File: src/rtl/alu4_result_buffer.sv
// Two-entry elastic result buffer behind the ALU result-select mux: stores result, carry and zero flag.
// Define ALU4_RESULT_PARITY_EN to add a per-entry parity bit on out_parity.
module alu4_result_buffer #(
    parameter int WIDTH = 4
) (
    input  logic             clk,
    input  logic             rst_n,
    input  logic             flush,
    input  logic             in_valid,
    output logic             in_ready,
    input  logic [WIDTH-1:0] in_result,
    input  logic             in_carry,
    output logic             out_valid,
    input  logic             out_ready,
    output logic [WIDTH-1:0] out_result,
    output logic             out_carry,
    output logic             out_zero,
    output logic [1:0]       out_count,
    output logic             protocol_err
`ifdef ALU4_RESULT_PARITY_EN
    ,
    output logic             out_parity
`endif
);

    typedef enum logic [1:0] {
        EMPTY = 2'd0,
        ONE   = 2'd1,
        FULL  = 2'd2
    } occ_e;

    occ_e             state_q, state_d;
    logic             wr_ptr_q, wr_ptr_d;
    logic             rd_ptr_q, rd_ptr_d;
    logic [WIDTH-1:0] mem_result_q [2];
    logic [1:0]       mem_carry_q;
    logic [1:0]       mem_zero_q;
`ifdef ALU4_RESULT_PARITY_EN
    logic [1:0]       mem_parity_q;
`endif

    logic             stall_q;
    logic [WIDTH-1:0] prev_result_q;
    logic             prev_carry_q;
    logic             protocol_err_q, protocol_err_d;

    logic             push, pop, write_en;

    assign push     = in_valid & in_ready;
    assign pop      = out_valid & out_ready;
    assign write_en = push & ~flush;

    // NOTE: sequential state uses non-blocking assignments so every register samples pre-edge values.
    always_ff @(posedge clk or negedge rst_n) begin
        if (!rst_n) begin
            state_q  <= EMPTY;
            wr_ptr_q <= 1'b0;
            rd_ptr_q <= 1'b0;
        end else begin
            state_q  <= state_d;
            wr_ptr_q <= wr_ptr_d;
            rd_ptr_q <= rd_ptr_d;
        end
    end

    // NOTE: every variable gets a default first so no path through the block infers a latch.
    always_comb begin
        state_d  = state_q;
        wr_ptr_d = wr_ptr_q;
        rd_ptr_d = rd_ptr_q;
        if (flush) begin
            state_d  = EMPTY;
            wr_ptr_d = 1'b0;
            rd_ptr_d = 1'b0;
        end else begin
            if (push) wr_ptr_d = ~wr_ptr_q;
            if (pop)  rd_ptr_d = ~rd_ptr_q;
            case (state_q)
                EMPTY: if (push) state_d = ONE;
                ONE: begin
                    if (push && !pop)      state_d = FULL;
                    else if (!push && pop) state_d = EMPTY;
                end
                FULL:    if (pop) state_d = ONE;
                default: state_d = EMPTY;
            endcase
        end
    end

    always_comb begin
        in_ready   = (state_q != FULL);
        out_valid  = (state_q != EMPTY);
        out_count  = state_q;
        out_result = mem_result_q[rd_ptr_q];
        out_carry  = mem_carry_q[rd_ptr_q];
        out_zero   = mem_zero_q[rd_ptr_q];
`ifdef ALU4_RESULT_PARITY_EN
        out_parity = mem_parity_q[rd_ptr_q];
`endif
    end

    // NOTE: the storage is small and must read back as zero after reset, so it is reset like any register.
    always_ff @(posedge clk or negedge rst_n) begin
        if (!rst_n) begin
            for (int i = 0; i < 2; i++) mem_result_q[i] <= '0;
            mem_carry_q  <= '0;
            mem_zero_q   <= '0;
`ifdef ALU4_RESULT_PARITY_EN
            mem_parity_q <= '0;
`endif
        end else if (write_en) begin
            mem_result_q[wr_ptr_q] <= in_result;
            mem_carry_q[wr_ptr_q]  <= in_carry;
            mem_zero_q[wr_ptr_q]   <= ~|in_result;
`ifdef ALU4_RESULT_PARITY_EN
            mem_parity_q[wr_ptr_q] <= ^in_result;
`endif
        end
    end

    // A stalled offer must be held stable until accepted; withdrawing or changing it is sticky.
    always_comb begin
        protocol_err_d = protocol_err_q;
        if (stall_q && (!in_valid || (in_result != prev_result_q) || (in_carry != prev_carry_q)))
            protocol_err_d = 1'b1;
    end

    always_ff @(posedge clk or negedge rst_n) begin
        if (!rst_n) begin
            stall_q        <= 1'b0;
            prev_result_q  <= '0;
            prev_carry_q   <= 1'b0;
            protocol_err_q <= 1'b0;
        end else begin
            stall_q        <= in_valid & ~in_ready;
            prev_result_q  <= in_result;
            prev_carry_q   <= in_carry;
            protocol_err_q <= protocol_err_d;
        end
    end

    assign protocol_err = protocol_err_q;

endmodule

File: config.mk
export PLATFORM = sky130hd
export DESIGN_NAME = alu4_result_buffer
export DESIGN_NICKNAME = d
export VERILOG_FILES = /design/src/rtl/alu4_result_buffer.sv
export SDC_FILE = /design/constraint.sdc
export NUM_CORES = 1
export LEC_CHECK = 0
export ABC_AREA = 1
export BUFFER_PORTS_ARGS = -buffer_cell sky130_fd_sc_hd__buf_4
export CORE_MARGIN = 2
export CORE_UTILIZATION = 44
export DETAILED_ROUTE_END_ITERATION = 16
export PLACE_DENSITY = 0.71
export SLEW_MARGIN = 25
export SYNTH_ARGS = -nofsm -noshare
export SYNTH_HDL_FRONTEND = slang
export SYNTH_SLANG_ARGS = --single-unit
File: constraint.sdc
create_clock -name clk -period 1.6 [get_ports clk]
set_clock_uncertainty 0.2 [all_clocks]
set_input_delay 0.08 -clock clk [delete_from_list [all_inputs] [get_ports clk]]
set_output_delay 0.08 -clock clk [all_outputs]
set_load 0.02 [all_outputs]
* Yosys cells after proc, flatten, opt, wreduce, memory -nomap -nowiden *
Cells that the tools add are included.

operators by class
  reductions and logical operators = 17
  multiplexer cells = 24
  equality and inequality tests = 8
  magnitude comparators = 6
  bitwise operators = 10

operator list
  operator            count
  $mux 4              4
  $mux 2              5
  $mux 1              9
  $bwmux 8            1
  $ne 3x3->1 const B  2
  $pmux 2 s3          1
  $reduce_bool 2->1   3
  $logic_and 1x1->1   5
  $and 1x1->1         4
  $bwmux 2            2
  $demux 4 s1         1
  $ge 2x2->1 const B  2
  $logic_not 1->1     4
  $lt 1x2->1 const B  2
  $ne 4x4->1          1
  $ne 4x4->1 const B  1
  $not 1->1           4
  $not 1->2           2
  $reduce_or 4->1     1
  $reduce_and 3->1    1
  $eq 2x1->1 const B  1
  $eq 2x2->1 const B  1
  $logic_not 2->1     1
  $logic_or 1x1->1    2
  5 further kinds     5

word-level totals
  input port bits = 10
  bits in registers = 23
  output and inout port bits = 11
  word-level logic and storage cells = 76

* Depth between registers and ports, before layout *
  word-level depth = 8
  gate-level depth with buffers = 8
  mapped depth without buffers = 7

* Worst setup path after synthesis *
OpenSTA, ideal clock, no wires.

  path type = flip-flop to flip-flop
  start point = reg state_q[0] (netlist: out_count[0])
  end point = reg mem_result_q[1] (netlist name)
  clock period less this slack = 1.475 ns
  stages on the path, launching flop included = 9
  setup time = 0.121 ns
  data required time = 1.279 ns
  slack = 0.125 ns
  buffers on the path = 1
  arrival = 1.154 ns
  path through = dfrtp_1 -> inv_2 -> nand2_4 -> nand2_4 -> inv_4 -> nand3_2 -> buf_6 -> nand2_1 -> o21ai_2

between the ends
  word-level cells in the longest chain between the ends = 3

RTL lines
  what                           RTL line  text
  start, declared                32        occ_e state_q, state_d;
  start signal, assigned         60        state_q <= state_d;
  $ne 2x2->1                     91        in_ready = (state_q != FULL);
  net in_ready                   10        output logic in_ready,
  $and 1x1->1                    49        assign push = in_valid & in_ready;
  $and 1x1->1                    51        assign write_en = push & ~flush;
  end signal, assigned by index  112       mem_result_q[wr_ptr_q] <= in_result;
  end, declared                  35        logic [WIDTH-1:0] mem_result_q [2];

The timed path passes the listed nets, and every way through them passes these cells.
A chain may end at the register's enable or synchronous reset.

* Worst setup path after layout *
  start point = reg state_q[1] (netlist: out_count[1])
  end point = out out_valid

between the ends
  word-level cells in the longest chain between the ends = 1

RTL lines
  what               RTL line  text
  $reduce_bool 2->1  92        out_valid = (state_q != EMPTY);
  end, declared      13        output logic out_valid,

No other way between the ends.

==> metrics <==
status finished clean; Pwr Total 1.47 mW; Max IR drop VDD 0.796 mV; Rel. slew slack 78.0%; Clock Tree Buf Depth 2; vias in the first global route 820; post-synth net total 139; register share of total power 50.4%; Hold Path Sink prev_result_q[3]; drt total wl 2090 um; max-cap check violation count 0; r2r endpoint mem_result_q[7]; DRC violations left 0; Setup crit start kind register; Reg2Reg Depth 6; Slew Limit Fails 0; area delta synth->final 27.0%; PortBufs 20; setup tns final 0 ns; combinational power share 31.5%; Die Y 54.4 um; post-synthesis sequential area ratio 51.6%; Critical Path RT 1.32 ns; FF-to-FF Start out_count[1]; TritonCTS clock tree built; # setup viols final 0; first-pass iteration count of the detailed router 4; FMAX 671 MHz; CTS buffer count 3; layout cells sized above 1 30.4%; min-delay src in_result[3]; Post-Layout Cell Count 191; placed wire-length estimate 1500 um; cell area after synthesis 0.00112 mm2; area of the die 0.00296 mm2; warnings from Yosys 0; final core occ 58.3%; clock share of power 18.1%; power per cell area 1040 mW/mm2; Slew @ Worst Pin 0.330 ns; crit share post-route 93.2%; # rows 18; Synth Area per Inst 8.65 um2; R2R Setup Slk 0.18 ns; worst-skew pair later-pin latency 0.31 ns; gr usage total 17.3%; final hold viol count 0; Switching Share 34.2%; count of different cell masters after synthesis 16; Internal 968 uW; DRT iter0 DRCs 8; critical path arrival 1.21 ns; RSZ-0062 raised after global routing false; Yosys reg bits 23; fin area 0.00142 mm2; root buffer cell clkbuf_4; CP Class register to output pin; Worst Hold Class input pin to register; hold path depth 2; first-pass GRT wire length 3540 um; area of the core 0.00243 mm2; Clock Sink Count 23; Via Count 888; clk slew on worst S/H paths 0.13 ns; ANT cells 0; Sw Pwr 503 uW; Cell Count Post-Placement 177; # IOs 21; leakage power 0.765 nW; Detail Route Antenna Nets 0; GR Overflow Total 0; Final Net Count 172; Die X 54.4 um; htree depth 1; antenna violations before repair 0; pin count of the biggest net entering global routing 24; Placer Congestion 0.758; critical path capture point type output pin; Via density 4.65; CP max FO 5; Placed Area 0.00128 mm2; min cycle time layout 1.49 ns; wire per inst 11.0 um; initial core utilization 45.9%; Post-CTS Setup Repair Bufs 0; cells after synthesis 129
[cell usage in the layout, fill, tap and decap left out, drive strengths merged]
master	instances
nand2	54
dfrtp	23
buf	20
inv	18
o21ai	15
dlygate4sd3	10
nor2	8
nand3	4
clkbuf	3
nand4	2
a21oi	2
nand3b	1
clkinv	1
[repair_timing]
action / in CTS / in global routing
hold buffers: 10 / 0
setup endpoints to repair: 4 / 5
cloned: 0 / 0
endpoints found under the hold margin: 44 / 0
gates resized for setup: 1 / 2
[logic make-up after synthesis]
kind of cell,Yosys count,share of synthesized area (%)
buffers and inverters,20,8.30
DFF,23,51.6
and+or+nand+nor,69,28.5
AOI/OAI and AO/OA,17,11.7
[power groups by stage]
stage          combinational, mW  clock [mW]  sequential, mW
3_5_place_dp               0.447           0           0.750
6_report                   0.463       0.267           0.742
4_1_cts                    0.466       0.281           0.740
5_1_grt                    0.516       0.298           0.756
2_1_floorplan              0.296           0           0.747
3_3_place_gp               0.436           0           0.749
[stage by stage]
step | setup slack [ns] | hold WS, ns
after floorplan | 0.125 | -0.416
after global placement | 0.178 | -0.213
after detailed placement | 0.110 | -0.210
after CTS | 0.0742 | 0.208
final | 0.109 | 0.222
after global routing | 0.0177 | 0.206
[critical path, cell delays in order (launching register included)]
cell and delay [ns]:
dfrtp_1 0.47, nor2_1 0.22, inv_1 0.06, buf_4 0.15
[state kept, by name, summed over array words and instances, names as in the netlist]
signal,cells
mem_carry_q,2
mem_result_q,8
prev_carry_q,1
rd_ptr_q,1
wr_ptr_q,1
prev_result_q,4
protocol_err,1
stall_q,1
mem_zero_q,2
out_count,2
[cell usage after synthesis (all sizes together)]
master,instances,share of area [%]
nand2,54,21
nand4,2,1.1
inv,18,6.3
nand3,4,2.2
a21oi,2,0.90
nor2,8,2.7
dfrtp,23,52
o21ai,15,11
nand3b,1,1.8
buf,2,2.0
[metal layers]
layer  up-vias  global-route usage (%)  routed length, um
li1        464                       -                  -
met1       409                    22.2                986
met2        11                    27.7               1010
met3         4                    2.46                 37
met4         0                    10.0                 53
met5         -                       0                  0
[worst max path at each step]
stage	from	end	slack, ns
6_report	out_count[1]	out_valid	0.11
4_1_cts	flush	mem_carry_q[1]	0.07
3_5_place_dp	out_count[1]	mem_carry_q[1]	0.11
5_1_grt	rd_ptr_q	out_result[3]	0.02
3_3_place_gp	out_count[1]	mem_carry_q[1]	0.18
2_1_floorplan	out_count[0]	mem_result_q[1]	0.13
[layout make-up]
class                           instances  area [um2]
Sequential cell                        23         577
Clock buffer                            3        22.5
Tap cell                               30        37.5
Inverter                               18        70.1
Multi-Input combinational cell         86         455
Timing Repair Buffer                   30         250
Clock inverter                          1        5.00
Fill cell                             224        1010
Power figures use the tool's default switching activity.
